File: src/rtl/branch_predictor_pkg.sv
// Shared types and default sizing for the dynamic branch predictor.
package branch_predictor_pkg;

    typedef enum logic {
        BP_INIT = 1'b0,
        BP_RUN  = 1'b1
    } bp_state_e;

    localparam int BP_XLEN_DEF     = 32;
    localparam int BP_IDX_BITS_DEF = 4;
    localparam int BP_TAG_BITS_DEF = 8;
    localparam int BP_CTR_BITS_DEF = 2;
    localparam int BP_CNT_W_DEF    = 16;

endpackage

File: src/rtl/branch_predictor_if.sv
// Fetch-side lookup and execute-side training signals of the branch predictor.
interface branch_predictor_if #(
    parameter int XLEN  = 32,
    parameter int CNT_W = 16
);
    logic             ready;
    logic [XLEN-1:0]  pc;
    logic             pred_hit;
    logic             pred_taken;
    logic [XLEN-1:0]  pred_target;
    logic             upd_valid;
    logic [XLEN-1:0]  upd_pc;
    logic             upd_taken;
    logic [XLEN-1:0]  upd_target;
    logic             upd_pred_taken;
    logic [XLEN-1:0]  upd_pred_target;
    logic [CNT_W-1:0] mispred_cnt;

    modport master (
        input  ready, pred_hit, pred_taken, pred_target, mispred_cnt,
        output pc, upd_valid, upd_pc, upd_taken, upd_target,
               upd_pred_taken, upd_pred_target
    );

    modport slave (
        output ready, pred_hit, pred_taken, pred_target, mispred_cnt,
        input  pc, upd_valid, upd_pc, upd_taken, upd_target,
               upd_pred_taken, upd_pred_target
    );
endinterface

File: src/rtl/branch_predictor_sat_counter.sv
// Combinational next value of a saturating up/down counter.
module branch_predictor_sat_counter #(
    parameter int CTR_BITS = 2
) (
    input  logic [CTR_BITS-1:0] value,
    input  logic                en,
    input  logic                inc,
    input  logic                dec,
    output logic [CTR_BITS-1:0] next
);

    always_comb begin
        next = value;
        if (en) begin
            if (inc && (value != '1)) begin
                next = value + 1'b1;
            end else if (dec && (value != '0)) begin
                next = value - 1'b1;
            end
        end
    end

endmodule

File: src/rtl/branch_predictor.sv
// Direct-mapped BHT of saturating counters plus tagged BTB, with sequential
// invalidation after reset and a saturating mispredict counter.
//
//   state   | meaning
//   BP_INIT | clearing valid[init_idx] one entry per cycle; no predictions/updates
//   BP_RUN  | predicting from the table and training on resolved branches
module branch_predictor
    import branch_predictor_pkg::*;
#(
    parameter int XLEN     = BP_XLEN_DEF,
    parameter int IDX_BITS = BP_IDX_BITS_DEF,
    parameter int TAG_BITS = BP_TAG_BITS_DEF,
    parameter int CTR_BITS = BP_CTR_BITS_DEF,
    parameter int CNT_W    = BP_CNT_W_DEF
) (
    input  logic               clk,
    input  logic               rst,
    branch_predictor_if.slave  bus
);

    localparam int ENTRIES = 2 ** IDX_BITS;
    localparam logic [CTR_BITS-1:0] CTR_WEAK = CTR_BITS'(1) << (CTR_BITS - 1);

    bp_state_e            state_q;
    logic [IDX_BITS-1:0]  init_idx_q;
    logic                 ready_q;
    logic [CNT_W-1:0]     mispred_cnt_q;

    logic                 valid_q  [ENTRIES];
    logic [TAG_BITS-1:0]  tag_q    [ENTRIES];
    logic [XLEN-1:0]      target_q [ENTRIES];
    logic [CTR_BITS-1:0]  ctr_q    [ENTRIES];

    logic [IDX_BITS-1:0]  lk_idx;
    logic [TAG_BITS-1:0]  lk_tag;
    logic                 lk_hit;
    logic [IDX_BITS-1:0]  upd_idx;
    logic [TAG_BITS-1:0]  upd_tag;
    logic                 upd_hit;
    logic [CTR_BITS-1:0]  ctr_next;
    logic                 mispred;
    logic                 unused_pc_bits;

    assign lk_idx  = bus.pc[IDX_BITS+1:2];
    assign lk_tag  = bus.pc[IDX_BITS+TAG_BITS+1:IDX_BITS+2];
    assign upd_idx = bus.upd_pc[IDX_BITS+1:2];
    assign upd_tag = bus.upd_pc[IDX_BITS+TAG_BITS+1:IDX_BITS+2];
    assign unused_pc_bits = ^{bus.pc, bus.upd_pc};

    // Lookup reads the pre-edge table; an update in the same cycle is not bypassed.
    assign lk_hit          = ready_q && valid_q[lk_idx] && (tag_q[lk_idx] == lk_tag);
    assign bus.pred_hit    = lk_hit;
    assign bus.pred_taken  = lk_hit && ctr_q[lk_idx][CTR_BITS-1];
    assign bus.pred_target = lk_hit ? target_q[lk_idx] : '0;
    assign bus.ready       = ready_q;
    assign bus.mispred_cnt = mispred_cnt_q;

    assign upd_hit = valid_q[upd_idx] && (tag_q[upd_idx] == upd_tag);
    assign mispred = (bus.upd_taken != bus.upd_pred_taken) ||
                     (bus.upd_taken && bus.upd_pred_taken &&
                      (bus.upd_target != bus.upd_pred_target));

    branch_predictor_sat_counter #(.CTR_BITS(CTR_BITS)) u_upd_ctr (
        .value (ctr_q[upd_idx]),
        .en    (upd_hit),
        .inc   (bus.upd_taken),
        .dec   (!bus.upd_taken),
        .next  (ctr_next)
    );

    always_ff @(posedge clk or negedge rst) begin
        if (!rst) begin
            state_q       <= BP_INIT;
            init_idx_q    <= '0;
            ready_q       <= 1'b0;
            mispred_cnt_q <= '0;
        end else begin
            case (state_q)
                BP_INIT: begin
                    init_idx_q <= init_idx_q + 1'b1;
                    if (init_idx_q == '1) begin
                        state_q <= BP_RUN;
                        ready_q <= 1'b1;
                    end
                end
                BP_RUN: begin
                    if (bus.upd_valid && mispred && (mispred_cnt_q != '1)) begin
                        mispred_cnt_q <= mispred_cnt_q + 1'b1;
                    end
                end
                default: begin
                    state_q <= BP_INIT;
                    ready_q <= 1'b0;
                end
            endcase
        end
    end

    // Table contents need no reset: INIT invalidates every entry before use.
    always_ff @(posedge clk) begin
        if (state_q == BP_INIT) begin
            valid_q[init_idx_q] <= 1'b0;
        end else if (bus.upd_valid) begin
            if (upd_hit) begin
                ctr_q[upd_idx] <= ctr_next;
                if (bus.upd_taken) begin
                    target_q[upd_idx] <= bus.upd_target;
                end
            end else if (bus.upd_taken) begin
                valid_q[upd_idx]  <= 1'b1;
                tag_q[upd_idx]    <= upd_tag;
                target_q[upd_idx] <= bus.upd_target;
                ctr_q[upd_idx]    <= CTR_WEAK;
            end
        end
    end

endmodule
File: src/flat_wrapper.sv
// flat-port wrapper written by rule: the top's interface ports become plain ports
module branch_predictor_flat import branch_predictor_pkg::*;
#(
    parameter int XLEN     = BP_XLEN_DEF,
    parameter int IDX_BITS = BP_IDX_BITS_DEF,
    parameter int TAG_BITS = BP_TAG_BITS_DEF,
    parameter int CTR_BITS = BP_CTR_BITS_DEF,
    parameter int CNT_W    = BP_CNT_W_DEF
)
  (clk, rst, bus_ready, bus_pred_hit, bus_pred_taken, bus_pred_target, bus_mispred_cnt, bus_pc, bus_upd_valid, bus_upd_pc, bus_upd_taken, bus_upd_target, bus_upd_pred_taken, bus_upd_pred_target);
  branch_predictor_if #(.XLEN(XLEN), .CNT_W(CNT_W)) bus_i ();
  input  logic clk;
  input  logic rst;
  output wire logic [$bits(bus_i.ready)-1:0] bus_ready;
  output wire logic [$bits(bus_i.pred_hit)-1:0] bus_pred_hit;
  output wire logic [$bits(bus_i.pred_taken)-1:0] bus_pred_taken;
  output wire logic [$bits(bus_i.pred_target)-1:0] bus_pred_target;
  output wire logic [$bits(bus_i.mispred_cnt)-1:0] bus_mispred_cnt;
  input wire logic [$bits(bus_i.pc)-1:0] bus_pc;
  input wire logic [$bits(bus_i.upd_valid)-1:0] bus_upd_valid;
  input wire logic [$bits(bus_i.upd_pc)-1:0] bus_upd_pc;
  input wire logic [$bits(bus_i.upd_taken)-1:0] bus_upd_taken;
  input wire logic [$bits(bus_i.upd_target)-1:0] bus_upd_target;
  input wire logic [$bits(bus_i.upd_pred_taken)-1:0] bus_upd_pred_taken;
  input wire logic [$bits(bus_i.upd_pred_target)-1:0] bus_upd_pred_target;
  assign bus_ready = bus_i.ready;
  assign bus_pred_hit = bus_i.pred_hit;
  assign bus_pred_taken = bus_i.pred_taken;
  assign bus_pred_target = bus_i.pred_target;
  assign bus_mispred_cnt = bus_i.mispred_cnt;
  assign bus_i.pc = bus_pc;
  assign bus_i.upd_valid = bus_upd_valid;
  assign bus_i.upd_pc = bus_upd_pc;
  assign bus_i.upd_taken = bus_upd_taken;
  assign bus_i.upd_target = bus_upd_target;
  assign bus_i.upd_pred_taken = bus_upd_pred_taken;
  assign bus_i.upd_pred_target = bus_upd_pred_target;
  branch_predictor #(.XLEN(XLEN), .IDX_BITS(IDX_BITS), .TAG_BITS(TAG_BITS), .CTR_BITS(CTR_BITS), .CNT_W(CNT_W)) u_core (.clk(clk), .rst(rst), .bus(bus_i));
endmodule
File: config.mk
export PLATFORM = sky130hd
export DESIGN_NAME = branch_predictor_flat
export DESIGN_NICKNAME = d
export VERILOG_FILES = /design/src/rtl/branch_predictor_pkg.sv /design/src/rtl/branch_predictor_if.sv /design/src/rtl/branch_predictor_sat_counter.sv /design/src/rtl/branch_predictor.sv /design/src/flat_wrapper.sv
export SDC_FILE = /design/constraint.sdc
export NUM_CORES = 1
export LEC_CHECK = 0
export BUFFER_PORTS_ARGS = -buffer_cell sky130_fd_sc_hd__buf_2
export CAP_MARGIN = 20
export CORE_MARGIN = 2
export CORE_UTILIZATION = 60
export CTS_BUF_LIST = sky130_fd_sc_hd__clkbuf_8 sky130_fd_sc_hd__clkbuf_16
export CTS_CLUSTER_SIZE = 20
export DETAILED_ROUTE_END_ITERATION = 10
export PLACE_DENSITY = 0.76
export RECOVER_POWER = 100
export SLEW_MARGIN = 20
export SYNTH_ARGS = -nofsm -noshare
export SYNTH_HDL_FRONTEND = slang
export SYNTH_HIERARCHICAL = 1
export SYNTH_SLANG_ARGS = --single-unit
File: constraint.sdc
create_clock -name clk -period 5.19 [get_ports clk]
set_input_delay 0.2595 -clock clk [delete_from_list [all_inputs] [get_ports clk]]
set_output_delay 0.2595 -clock clk [all_outputs]
set_load 0.01 [all_outputs]
# Word level (Yosys, flattened, before mapping)
# Memory sizes are Yosys's and may differ from the RTL's.
# Cells that the tools add are included.
[classes]
bitwise_logic = 3
n_div = 0
order_cmp = 0
muxes = 25
n_reduce_logical = 16
eq_ne = 7
addsub = 4
n_mul = 0
shift = 0
[ops]
columns = ["operator", "count"]
rows = [
  ["32-bit two-way mux", 2],
  ["32-bit != test", 1],
  ["1-bit two-way mux", 18],
  ["16-bit by 1-bit adder with 16-bit output (second input constant)", 1],
  ["8-bit equality test", 2],
  ["16-bit != test (second input constant)", 1],
  ["1-bit logical AND", 10],
  ["2-bit two-way mux", 4],
  ["4-bit by 1-bit adder with 4-bit output (second input constant)", 1],
  ["4-bit equality test (second input constant)", 1],
  ["4-bit two-way mux", 1],
  ["2-bit AND reduction", 2],
  ["2-bit by 1-bit adder with 2-bit output (second input constant)", 1],
  ["2-bit != test (second input constant)", 1],
  ["1-bit OR", 2],
  ["2-bit nonzero test", 1],
  ["2-bit by 1-bit subtractor with 2-bit output (second input constant)", 1],
  ["1-bit logical NOT", 1],
  ["1-bit logical OR", 1],
  ["1-bit != test", 1],
  ["1-bit NOT", 1],
  ["1-bit OR reduction", 1],
]
[totals]
word_cells = 63
output_inout_bits = 51
romBits = 0
ram_bits = 688
inputBits = 133
latchBits = 0
mem_count = 4
register_bits = 22
[mem_list]
columns = ["name", "depth", "width", "read_ports", "rd_clocked_by_memory_dff", "wr", "line", "source"]
rows = [
  ["u_core.target_q", 16, 32, 1, 0, 1, "branch_predictor.sv:31", "logic [XLEN-1:0] target_q [ENTRIES];"],
  ["u_core.tag_q", 16, 8, 2, 0, 1, "branch_predictor.sv:30", "logic [TAG_BITS-1:0] tag_q [ENTRIES];"],
  ["u_core.ctr_q", 16, 2, 2, 0, 1, "branch_predictor.sv:32", "logic [CTR_BITS-1:0] ctr_q [ENTRIES];"],
  ["u_core.valid_q", 16, 1, 2, 0, 1, "branch_predictor.sv:29", "logic valid_q [ENTRIES];"],
]

# Longest topological paths before layout
# Gate-level depths: netlist (run 1).
# An unclocked memory read counts as a cell.
[logic_depth]
depth_word = 9
ltp_mapped = 13
ltp_nobuf = 10

# Cells and area by module
# Netlist (run 1), hierarchy kept.
[modules_own_cells]
columns = ["mod", "cells_per_inst", "n_inst", "area_per_inst_um2", "seq_area_each_um2"]
rows = [
  ["branch_predictor", 1365, 1, 29399.4, 21210.3],
  ["branch_predictor_sat_counter", 13, 1, 98.8, 0.0],
]

# Worst setup path before layout (run 1)
# OpenSTA, ideal clock, no wires.
[synth_path]
path_kind = "input-to-reg"
start = "input bus_upd_pc[2]"
end = "memory u_core.target_q[11][0] (enable)"
path_buffers = 5
setup_time_ns = 0.461
slack_ns = 0.889
path_stages = 7
arrival_time_ns = 3.840
t_required_ns = 4.729
cell_sequence = "buf_4 -> buf_4 -> buf_4 -> buf_1 -> nand2_1 -> clkbuf_1 -> nor3_1"
[synth_via]
elab_chain_cells = 8
elab_cells_between_ends = 13
cone_classes = "eq/ne (1); mux (8); bitwise (1); reduce/logical (1); memory (2)"
[synth_lines]
columns = ["item", "line", "source"]
rows = [
  ["from (decl)", "flat_wrapper.sv:21", "input wire logic [$bits(bus_i.upd_pc)-1:0] bus_upd_pc;"],
  ["memory 16 x 8 bit", "--", ""],
  ["8-bit equality test", "branch_predictor.sv:58", "assign upd_hit = valid_q[upd_idx] && (tag_q[upd_idx] == upd_tag);"],
  ["1-bit logical AND", "branch_predictor.sv:58", ""],
  ["1-bit two-way mux", "branch_predictor.sv:104", "if (upd_hit) begin"],
  ["1-bit two-way mux", "branch_predictor.sv:103", "end else if (bus.upd_valid) begin"],
  ["1-bit two-way mux", "branch_predictor.sv:101", "if (state_q == BP_INIT) begin"],
  ["1-bit two-way mux (on tied branches)", "branch_predictor.sv:107, branch_predictor.sv:112", ""],
  ["1-bit OR (no line)", "--", ""],
  ["to (decl)", "branch_predictor.sv:31", ""],
]
# Parallel ways exist; a longest one is shown, timed or not.

==> results of run 1 <==
-- through the flow --
step	worst slack [ns]	hold slack (ns)	std cells	cell area [µm²]
after detailed placement	0.8804	0.2405	2152	31180
after global placement	0.9181	0.2376	2152	31180
after CTS	0.9472	0.01467	2285	33550
after floorplan	0.8894	-0.03609	1378	29500
after global routing	0.3820	0.2055	2287	33190
final	0.5338	0.1884	2289	33190
-- final timing paths --
kind,from,endpoint,slack [ns]
max,u_core/tag_q[11][0],bus_pred_taken,0.53
min,bus_upd_target[27],u_core/target_q[15][27],0.19
max reg2reg,u_core/state_q,u_core/target_q[10][25],0.60
min reg2reg,u_core/bus.mispred_cnt[8],u_core/bus.mispred_cnt[8],0.49
max in group asynchronous,rst,u_core/bus.mispred_cnt[4],4.12
min in group asynchronous,rst,u_core/bus.mispred_cnt[0],0.40
-- sequential cells by signal, indices dropped and copies added, names as in the netlist --
register                flops
u_core/bus.mispred_cnt     16
u_core/bus.ready            1
u_core/ctr_q               32
u_core/init_idx_q           4
u_core/state_q              1
u_core/tag_q              128
u_core/target_q           512
u_core/valid_q             16
-- what timing repair did --
action                                  in CTS  in global routing
hold buffers                                 1                  0
setup buffers                                0                  0
endpoints found under the setup margin       0                  0
hold endpoints to repair                    22                  0
-- final cells by class --
type | instances | share of cell area, %
Sequential cell | 710 | 63.90
Multi-Input combinational cell | 580 | 23.76
Clock buffer | 75 | 5.654
Timing Repair Buffer | 194 | 2.646
Tap cell | 664 | 2.503
Clock inverter | 57 | 1.448
Inverter | 6 | 0.06785
Antenna cell | 3 | 0.02262
-- power by group --
part | internal, mW | switching [mW]
Sequential | 6.36 | 0.0370
Combinational | 0.321 | 0.456
Clock | 3.02 | 2.14
Total | 9.70 | 2.63
-- routing by layer --
| metal | routed length (µm) | vias up | part of all wire [%] |
|---|---|---|---|
| met2 | 35950 | 814 | 52 |
| met4 | 1849 | 6 | 2.7 |
| li1 | - | 6229 | - |
| met1 | 25250 | 7942 | 36 |
| met5 | 35 | - | 0.050 |
| met3 | 6351 | 125 | 9.1 |
-- cells by family (layout without fill, tap and decap cells) --
logic type | after synthesis | count (layout)
DFF | 710 | 710
muxes | 278 | 278
and+or+nand+nor | 173 | 173
buffers and inverters | 88 | 332
xor gates and xnor gates | 70 | 70
AOI/OAI and AO/OA | 54 | 54
adders and majority gates | 5 | 5
other | 0 | 3
-- cells in the final DEF (no fill, tap or decap), types with 3 or more instances in the layout --
cell        instances
inv_1              14
or3_1               3
and4_1              4
edfxtp_1          688
bufinv_16           8
buf_2              48
nor4_1              3
clkinvlp_4          3
o21ai_0             4
a21oi_1            17
o22ai_1             5
dfrtp_1            22
ha_1                5
mux2i_1            18
diode_2             3
a22oi_1             3
xor2_1             17
buf_4               8
nor3_1             46
nor2_1             19
and3_1             37
nand2b_1            7
clkinv_1           20
nand4_1            11
mux2_2             15
a221oi_1            6
clkbuf_1          131
inv_6               3
clkinv_4            3
clkinv_2           12
mux4_2            245
nor2b_1             7
clkbuf_16          75
xnor2_1            52
a31oi_1             4
nand3_1             8
nand2_1            14
==> impl_metrics.sql, run 1 <==
INSERT INTO impl_metrics (metric_group, metric, value, unit) VALUES
('detailed_routing', 'drt-wirelength-per-cell', '30.33', 'µm'),
('yosys', 'async_flop_share', '3.099', '%'),
('job', 'cap_violations', '18', ''),
('sta', 'tns', '0', 'ns'),
('yosys', 'synth_top_cell_area_share', '70.04', '%'),
('yosys', 'postSynthAreaPerCell', '21.41', 'µm²'),
('global_route', 'grt_first_pass_wirelength', '100600', 'µm'),
('critical_path', 'worstSetupStartpointType', 'flop', ''),
('place', 'dp_hpwl', '38250', 'µm'),
('critical_path', 'cp_num_cells', '8', ''),
('power_and_ir_drop', 'post-layout-total-power', '12.33', 'mW'),
('detailed_routing', 'detail_route.vias_per_cell', '6.604', ''),
('critical_path', 'r2r_cells', '4', ''),
('yosys', 'postSynthNetCount', '1516', ''),
('cts', 'clock_tree.root_cell', 'clkbuf_16', ''),
('critical_path', 'crit_chain', 'mux4_2 -> mux4_2 -> xnor2_1 -> nand4_1 -> nor4_4 -> clkbuf_2 -> and3_1 -> clkbuf_1', ''),
('detailed_routing', 'drtAntennaViolNets', '0', ''),
('sta', 'max_slew.worst_pin.slew', '3.024', 'ns'),
('sta', 'finalCriticalPeriod', '4.656', 'ns'),
('place', 'numPortBuffers', '143', ''),
('layout', 'fin_nets', '1702', ''),
('cts', 'cts.path.max_buffers', '3', ''),
('global_route', 'groute.layer.met1.usage', '36.16', '%'),
('global_route', 'antenna_violations_before_repair', '6', ''),
('min_path', 'worst_hold_path.num_cells', '1', ''),
('detailed_routing', 'detailedRoute.firstPassIterationCount', '5', ''),
('yosys', 'post_synth_and_or_nand_nor_area_fraction', '3.317', '%'),
('yosys', 'yosys-top-cells-count', '688 x edfxtp_1, 245 x mux4_2, 53 x xnor2_1', ''),
('cts', 'clk_transition_reported_paths', '0.06', 'ns'),
('layout', 'postLayoutCoreUtil', '68.09', '%'),
('place', 'gp_congestion', '0.7921', ''),
('status', 'outcome', 'finished with violations', ''),
('global_route', 'gr-max-usage-layer', 'met2', ''),
('floorplan', 'die_area', '0.05095', 'mm²'),
('global_route', 'grt_max_degree', '110', ''),
('yosys', 'synth_most_common_cell', 'edfxtp_1', ''),
('layout', 'total_area_of_multi_input_combinational_cells', '0.007885', 'mm²'),
('critical_path', 'crit_top_cell', 'mux4_2', ''),
('yosys', 'synth_mux_area_share', '19.89', '%'),
('floorplan', 'io-pin-count', '184', ''),
('sta', 'final.setup_skew', '0.02155', 'ns'),
('critical_path', 'critical_path_peak_fanout', '34', ''),
('layout', 'seq_area', '0.02121', 'mm²'),
('yosys', 'synth_compound_area_share', '1.239', '%'),
('detailed_routing', 'initialDrtViolationCount', '1625', ''),
('layout', 'post_route_cells_drive_above_1_share', '26.88', '%'),
('critical_path', 'slowest_delay', '0.79', 'ns'),
('cts', 'post_cts_resized', '0', ''),
('cts', 'tritoncts', 'yes', ''),
('critical_path', 'critPathArrivalTime', '4.40', 'ns'),
('detailed_routing', 'via_count', '15120', ''),
('layout', 'layout.filler_cells', '3096', ''),
('critical_path', 'slowest_stage', 'clkbuf_2', ''),
('yosys', 'synth_cells', '1378', ''),
('cts', 'cts-buffers-inserted', '72', ''),
('sta', 'timing_max_transition_violations_final', '432', ''),
('yosys', 'netlist_top_cells_area', 'edfxtp_1 70%, mux4_2 19%, dfrtp_1 1.9%', ''),
('layout', 'synthToLayoutAreaGrowth', '12.52', '%'),
('cts', 'clock_sinks', '710', ''),
('status', 'violations', 'capacitance limit, slew limit', ''),
('critical_path', 'worst_path_dominant_cell_family', 'simple AND/OR/NAND/NOR gates', ''),
('yosys', 'yosys.area_share.xor_xnor', '2.078', '%'),
('global_route', 'groute.layer.met2.usage', '46.98', '%'),
('critical_path', 'criticalPathCategory', 'flop to output port', ''),
('floorplan', 'die_h', '225.7', 'µm'),
('detailed_routing', 'drt_wl_total', '69430', 'µm'),
('yosys', 'synthDominantAreaCellType', 'edfxtp_1', ''),
('sta', 'grt_setup_unrepaired', 'false', ''),
('min_path', 'hold_class', 'input port to flop', ''),
('yosys', 'portion_of_the_post_synthesis_area_used_by_sequential_elements', '71.90', '%'),
('yosys', 'ys_ff_latch', '710', '');
Power figures use the tool's default switching activity.
==> run 2: changes to the inputs <==
--- a/config.mk
+++ b/config.mk
@@ -21 +21,2 @@
 export SYNTH_SLANG_ARGS = --single-unit
+export TNS_END_PERCENT = 100
==> constraint.sdc (replaced) <==
create_clock -name clk -period 5.19 [get_ports clk]
set_input_delay 0.519 -clock clk [delete_from_list [all_inputs] [get_ports clk]]
set_output_delay 0.519 -clock clk [all_outputs]
set_load 0.01 [all_outputs]
==> impl_metrics.sql, run 2 (synthesized netlist as in run 1, its figures left out) <==
INSERT INTO impl_metrics (metric_group, metric, value, unit) VALUES
('global_route', 'track_usage', '27.32', '%'),
('floorplan', 'placementRows', '81', ''),
('detailed_routing', 'via_count', '15070', ''),
('place', 'numPortBuffers', '143', ''),
('global_route', 'grt_overflow_total', '0', ''),
('detailed_routing', 'detail_route.vias_per_cell', '6.585', ''),
('status', 'outcome', 'finished with violations', ''),
('cts', 'skew_pair_late_insertion_delay', '0.62', 'ns'),
('critical_path', 'r2r_end', 'u_core/target_q[8][25]', ''),
('global_route', 'grt_util_met3', '5.451', '%'),
('layout', 'post_route_cells_drive_above_1_share', '27.74', '%'),
('cts', 'cts-buffers-inserted', '72', ''),
('critical_path', 'criticalPathCategory', 'input port to flop', ''),
('floorplan', 'die_h', '225.7', 'µm'),
('layout', 'seq_area', '0.02121', 'mm²'),
('floorplan', 'die_area', '0.05095', 'mm²'),
('detailed_routing', 'detailedRoute.firstPassIterationCount', '5', ''),
('global_route', 'antenna_violations_before_repair', '4', ''),
('critical_path', 'critPathArrivalTime', '4.79', 'ns'),
('critical_path', 'endpoint', 'u_core/tag_q[0][6]', ''),
('critical_path', 'crit_top_cell', 'clkbuf_1', ''),
('layout', 'total_area_of_multi_input_combinational_cells', '0.007888', 'mm²'),
('critical_path', 'reg2reg_from', 'u_core/state_q', ''),
('layout', 'postLayoutCoreUtil', '67.89', '%'),
('place', 'place_ws', '0.8794', 'ns'),
('detailed_routing', 'drt-wirelength-per-cell', '29.54', 'µm'),
('critical_path', 'worstSetupStartpointType', 'input port', ''),
('cts', 'clk_transition_reported_paths', '0.06', 'ns'),
('sta', 'post-route-period-util', '87.78', '%'),
('sta', 'final.setup.worst_slack', '0.6344', 'ns'),
('critical_path', 'critical_path.startpoint', 'bus_upd_pc[4]', ''),
('sta', 'timing_max_transition_violations_final', '300', ''),
('power_and_ir_drop', 'vdd_drop_max', '288.5', 'µV'),
('critical_path', 'timing.reg2reg.setup_slack', '1.21', 'ns'),
('place', 'dp_hpwl', '38690', 'µm'),
('layout', 'regMostFlops', 'u_core/target_q', ''),
('cts', 'post_cts_resized', '0', ''),
('layout', 'layout.cells.most_common_list', '688 x edfxtp_1, 245 x mux4_2, 107 x clkbuf_1, 74 x clkbuf_16, 52 x xnor2_1', ''),
('cts', 'clock_tree.root_cell', 'clkbuf_16', ''),
('cts', 'hold_buffers', '1', ''),
('critical_path', 'critical_path_peak_fanout', '22', ''),
('critical_path', 'crit_chain', 'clkbuf_1 -> nand2_1 -> o2bb2ai_1 -> a221oi_1 -> xnor2_1 -> and4_1 -> o2111ai_1 -> nand2_2 -> nor2_1 -> clkbuf_1', ''),
('floorplan', 'floorplan.initialDensity', '60.51', '%'),
('sta', 'tns', '0', 'ns'),
('cts', 'tritoncts', 'yes', ''),
('place', 'gp_congestion', '0.8142', ''),
('power_and_ir_drop', 'static-leakage-power', '10.71', 'nW'),
('layout', 'synthToLayoutAreaGrowth', '12.19', '%'),
('sta', 'finalHoldViolations', '0', ''),
('sta', 'max_slew.worst_pin.slew', '2.970', 'ns'),
('global_route', 'grt_first_pass_wirelength', '98500', 'µm'),
('sta', 'grt_setup_unrepaired', 'false', ''),
('layout', 'largest_reg_flops', '512', ''),
('floorplan', 'die_w', '225.7', 'µm'),
('detailed_routing', 'drt_wl_total', '67610', 'µm'),
('cts', 'postCtsSetupRepairBufs', '0', ''),
('layout', 'fin_nets', '1706', ''),
('cts', 'cts.path.max_buffers', '3', ''),
('global_route', 'groute.layer.met2.usage', '45.60', '%'),
('critical_path', 'worst_setup_path_end_kind', 'flop', ''),
('critical_path', 'slowest_stage', 'clkbuf_1', ''),
('status', 'violations', 'capacitance limit, slew limit', ''),
('critical_path', 'critPathRequiredTime', '5.42', 'ns'),
('sta', 'final.setup_skew', '0.03426', 'ns'),
('sta', 'fmax', '0.2195', 'GHz'),
('power_and_ir_drop', 'power_density', '360.3', 'mW/mm²'),
('critical_path', 'slowest_delay', '1.04', 'ns'),
('job', 'cap_violations', '12', ''),
('global_route', 'grt_max_degree', '109', ''),
('layout', 'reg.largest.list', 'u_core/target_q: 512 flops, u_core/tag_q: 128 flops, u_core/ctr_q: 32 flops', ''),
('min_path', 'hold_class', 'input port to flop', ''),
('detailed_routing', 'drtAntennaViolNets', '0', ''),
('sta', 'slew_headroom', '-98.03', '%'),
('layout', 'layout.filler_cells', '3104', ''),
('layout', 'most_common_cell_after_layout_fill_and_taps_aside', 'edfxtp_1', ''),
('cts', 'clock_sinks', '710', ''),
('global_route', 'gr-max-usage-layer', 'met2', ''),
('sta', 'timing.final.setup_violations', '0', ''),
('floorplan', 'design.core.area', '0.04875', 'mm²'),
('sta', 'hold_slack', '0.4309', 'ns'),
('detailed_routing', 'route.detailed.drc', '0', ''),
('floorplan', 'io-pin-count', '184', ''),
('critical_path', 'r2r_cells', '4', ''),
('sta', 'finalCriticalPeriod', '4.556', 'ns'),
('cts', 'cts_htree_levels', '3', ''),
('global_route', 'number_of_global_route_vias_before_repair', '15270', ''),
('global_route', 'groute.layer.met1.usage', '36.67', '%'),
('detailed_routing', 'initialDrtViolationCount', '1643', '');
## run 2: worst min-delay path by stage
stage / from / end / slack [ns] / cells past startpoint
after floorplan: rst / u_core/bus.mispred_cnt[0] / 0.22 / 0
after global placement: u_core/bus.mispred_cnt[11] / u_core/bus.mispred_cnt[11] / 0.47 / 1
after detailed placement: u_core/bus.mispred_cnt[6] / u_core/bus.mispred_cnt[6] / 0.48 / 1
after CTS: bus_upd_target[16] / u_core/target_q[3][16] / 0.26 / 1
after global routing: bus_upd_target[15] / u_core/target_q[3][15] / 0.46 / 1
final: bus_upd_target[29] / u_core/target_q[7][29] / 0.43 / 1
## run 2: per-layer routing
metal	wire, µm	share of wire (%)
met4	2050	3.0
met3	5425	8.0
met2	34810	51
met5	27	0.040
met1	25300	37
## run 2: cell type report
type / instances / area share (%)
Clock buffer: 74 / 5.596
Tap cell: 664 / 2.510
Inverter: 6 / 0.06806
Timing Repair Buffer: 198 / 2.972
Multi-Input combinational cell: 580 / 23.83
Sequential cell: 710 / 64.09
Clock inverter: 54 / 0.9036
Antenna cell: 3 / 0.02269
## run 2: worst max-delay path, delay by kind of cell
kind / cells / cell delay, ns
compound gates: 3 / 1.03
xor+xnor: 1 / 0.19
buf+inv: 2 / 1.56
simple gates: 4 / 1.47
## run 2: metrics by stage
stage | std cells | power (mW) | cell area, µm²
finish | 2289 | 11.92 | 33090
global route | 2287 | 12.26 | 33090
CTS | 2285 | 12.02 | 33370
detailed placement | 2156 | 7.299 | 31210
global placement | 2156 | 7.277 | 31210
floorplan | 1378 | 6.992 | 29500
## run 2: power breakdown
part / internal (mW) / switching (mW) / total [mW]
registers: 6.36 / 0.0370 / 6.39
logic: 0.322 / 0.449 / 0.772
clock network: 2.68 / 2.08 / 4.76
total: 9.35 / 2.57 / 11.9
==> run 3: changes to the inputs <==
--- a/constraint.sdc
+++ b/constraint.sdc
@@ -3,2 +3,2 @@
 set_output_delay 0.519 -clock clk [all_outputs]
-set_load 0.01 [all_outputs]
+set_load 0.1 [all_outputs]
==> impl_metrics.sql, run 3 (synthesized netlist as in run 1, its figures left out) <==
INSERT INTO impl_metrics (metric_group, metric, value, unit) VALUES
('power_and_ir_drop', 'clkPwrFrac', '40.1', '%'),
('cts', 'post_cts_resized', '0', ''),
('cts', 'hold_buffers', '1', ''),
('floorplan', 'die_w', '225.7', 'µm'),
('critical_path', 'timing.reg2reg.setup_slack', '0.79', 'ns'),
('status', 'violations', 'capacitance limit, slew limit', ''),
('layout', 'reg.largest.list', 'u_core/target_q: 512 flops, u_core/tag_q: 128 flops, u_core/ctr_q: 32 flops', ''),
('global_route', 'grt_max_degree', '137', ''),
('sta', 'post-route-period-util', '95.15', '%'),
('layout', 'fin_nets', '1709', ''),
('cts', 'clk_transition_reported_paths', '0.06', 'ns'),
('power_and_ir_drop', 'internal_power', '9.485', 'mW'),
('critical_path', 'worstSetupStartpointType', 'input port', ''),
('layout', 'regMostFlops', 'u_core/target_q', ''),
('cts', 'cts-buffers-inserted', '72', ''),
('critical_path', 'r2r_cells', '4', ''),
('power_and_ir_drop', 'vdd_drop_max', '523.8', 'µV'),
('cts', 'clock_tree.root_cell', 'clkbuf_16', ''),
('place', 'gp_congestion', '0.8022', ''),
('cts', 'clock_sinks', '710', ''),
('detailed_routing', 'drt_wl_total', '68070', 'µm'),
('layout', 'layout.cells.most_common_list', '688 x edfxtp_1, 245 x mux4_2, 85 x clkbuf_1, 75 x clkbuf_16, 52 x xnor2_1', ''),
('cts', 'cts.path.max_buffers', '3', ''),
('layout', 'largest_reg_flops', '512', ''),
('critical_path', 'critPathRequiredTime', '4.67', 'ns'),
('detailed_routing', 'drtAntennaViolNets', '0', ''),
('sta', 'finalHoldViolations', '0', ''),
('critical_path', 'critical_path_peak_fanout', '33', ''),
('sta', 'tns', '0', 'ns'),
('detailed_routing', 'route.detailed.drc', '0', ''),
('sta', 'finalCriticalPeriod', '4.938', 'ns'),
('sta', 'timing_max_transition_violations_final', '343', ''),
('min_path', 'worst_hold_path.num_cells', '1', ''),
('detailed_routing', 'detail_route.vias_per_cell', '6.579', ''),
('floorplan', 'die_h', '225.7', 'µm'),
('power_and_ir_drop', 'static-leakage-power', '10.79', 'nW'),
('min_path', 'origin_of_the_worst_min_delay_path', 'bus_upd_target[27]', ''),
('global_route', 'track_usage', '27.34', '%'),
('cts', 'skew_pair_late_insertion_delay', '0.60', 'ns'),
('floorplan', 'io-pin-count', '184', ''),
('detailed_routing', 'drt-wirelength-per-cell', '29.70', 'µm'),
('sta', 'fmax', '0.2025', 'GHz'),
('global_route', 'antenna_violations_before_repair', '6', ''),
('cts', 'postCtsSetupRepairBufs', '0', ''),
('global_route', 'grt_first_pass_wirelength', '98420', 'µm'),
('critical_path', 'slowest_stage', 'nor4_4', ''),
('sta', 'hold_slack', '0.4307', 'ns'),
('critical_path', 'slowest_delay', '0.74', 'ns'),
('critical_path', 'r2r_end', 'u_core/target_q[8][24]', ''),
('floorplan', 'placementRows', '81', ''),
('cts', 'cts_htree_levels', '3', ''),
('critical_path', 'worst_setup_path_end_kind', 'output port', ''),
('power_and_ir_drop', 'sequentialPowerShare', '52.4', '%'),
('sta', 'final.setup_skew', '0.01489', 'ns'),
('global_route', 'grt_overflow_total', '0', ''),
('min_path', 'hold_class', 'input port to flop', ''),
('critical_path', 'critPathArrivalTime', '4.42', 'ns'),
('place', 'dp_hpwl', '38480', 'µm'),
('status', 'outcome', 'finished with violations', ''),
('place', 'numPortBuffers', '143', ''),
('sta', 'grt_setup_unrepaired', 'false', ''),
('sta', 'max_slew.worst_pin.slew', '2.921', 'ns'),
('cts', 'tritoncts', 'yes', ''),
('detailed_routing', 'initialDrtViolationCount', '1744', ''),
('min_path', 'min_delay_worst_endpoint', 'u_core/target_q[4][27]', ''),
('layout', 'synthToLayoutAreaGrowth', '12.39', '%'),
('floorplan', 'floorplan.initialDensity', '60.51', '%'),
('sta', 'slew_headroom', '-94.75', '%'),
('layout', 'post_route_cells_drive_above_1_share', '29.40', '%'),
('detailed_routing', 'via_count', '15080', ''),
('layout', 'postLayoutCoreUtil', '68.01', '%'),
('job', 'cap_violations', '15', ''),
('sta', 'timing.final.setup_violations', '0', ''),
('critical_path', 'crit_top_cell', 'mux4_2', ''),
('critical_path', 'criticalPathCategory', 'input port to output port', ''),
('power_and_ir_drop', 'comb_power_share', '7.5', '%'),
('power_and_ir_drop', 'power.net_switching', '2.712', 'mW'),
('floorplan', 'die_area', '0.05095', 'mm²'),
('layout', 'most_common_cell_after_layout_fill_and_taps_aside', 'edfxtp_1', ''),
('critical_path', 'crit_chain', 'buf_6 -> mux4_2 -> mux4_2 -> xnor2_1 -> nand4_1 -> nor4_4 -> buf_4 -> and3_1 -> clkbuf_2', ''),
('power_and_ir_drop', 'power_density', '367.9', 'mW/mm²'),
('power_and_ir_drop', 'power.share.switching', '22.23', '%'),
('critical_path', 'reg2reg_from', 'u_core/state_q', ''),
('detailed_routing', 'detailedRoute.firstPassIterationCount', '5', ''),
('global_route', 'number_of_global_route_vias_before_repair', '15270', ''),
('floorplan', 'design.core.area', '0.04875', 'mm²');
-- run 3: cell count changes in the layout (fill, tap and decap cells not counted), moves of 2 or more --
cell	previous run	this run
clkbuf_2	5	48
clkbuf_1	107	85
buf_4	30	13
bufinv_16	2	4
-- run 3: worst max-delay path, delay by kind of cell --
family / cells / cell delay (ns)
multiplexers: 2 / 1.09
buffers and inverters: 3 / 1.24
XOR/XNOR: 1 / 0.26
AND/OR/NAND/NOR: 3 / 1.27
-- run 3: worst max-delay path by stage --
stage / from / endpoint / slack (ns) / cells past startpoint
3_5_place_dp: bus_pc[2] / bus_pred_target[28] / 0.41 / 9
5_1_grt: bus_pc[2] / bus_pred_target[30] / 0.13 / 9
6_report: bus_pc[2] / bus_pred_target[31] / 0.25 / 9
2_1_floorplan: bus_upd_pc[2] / u_core/target_q[11][0] / 0.63 / 7
3_3_place_gp: bus_pc[2] / bus_pred_target[30] / 0.39 / 9
4_1_cts: u_core/tag_q[7][0] / bus_pred_target[31] / 0.32 / 8
-- run 3: power groups by stage --
stage | sequential [mW] | combinational (mW) | clock, mW
floorplan | 6.65 | 0.484 | 0
global placement | 6.50 | 0.926 | 0
detailed placement | 6.51 | 0.940 | 0
CTS | 6.39 | 0.943 | 4.95
global route | 6.40 | 0.975 | 5.14
finish | 6.39 | 0.919 | 4.89
-- run 3: layout make-up --
| cell class | instances | area [µm²] |
|---|---|---|
| sequential | 710 | 21210 |
| fill | 3085 | 15590 |
| multi-input combinational | 580 | 7886 |
| clock buffer | 75 | 1877 |
| timing repair buffer | 201 | 979.7 |
| tap | 664 | 830.8 |
| clock inverter | 54 | 342.8 |
| inverter | 6 | 22.52 |
| antenna | 2 | 5.005 |
-- run 3: through the flow --
step                setup WS (ns)  cells  total power [mW]  area, µm²
floorplan                  0.6299   1378             7.134      29500
global placement           0.3899   2160             7.428      31240
detailed placement         0.4087   2160             7.446      31240
CTS                        0.3163   2290             12.28      33470
global route               0.1311   2292             12.52      33150
finish                     0.2516   2292             12.20      33150
-- run 3: per-layer routing --
metal / part of all wire, % / track usage [%]
met5: 0.040 / 0
met4: 3.0 / 9.293
met3: 9.0 / 6.466
met2: 51 / 44.84
met1: 37 / 36.62
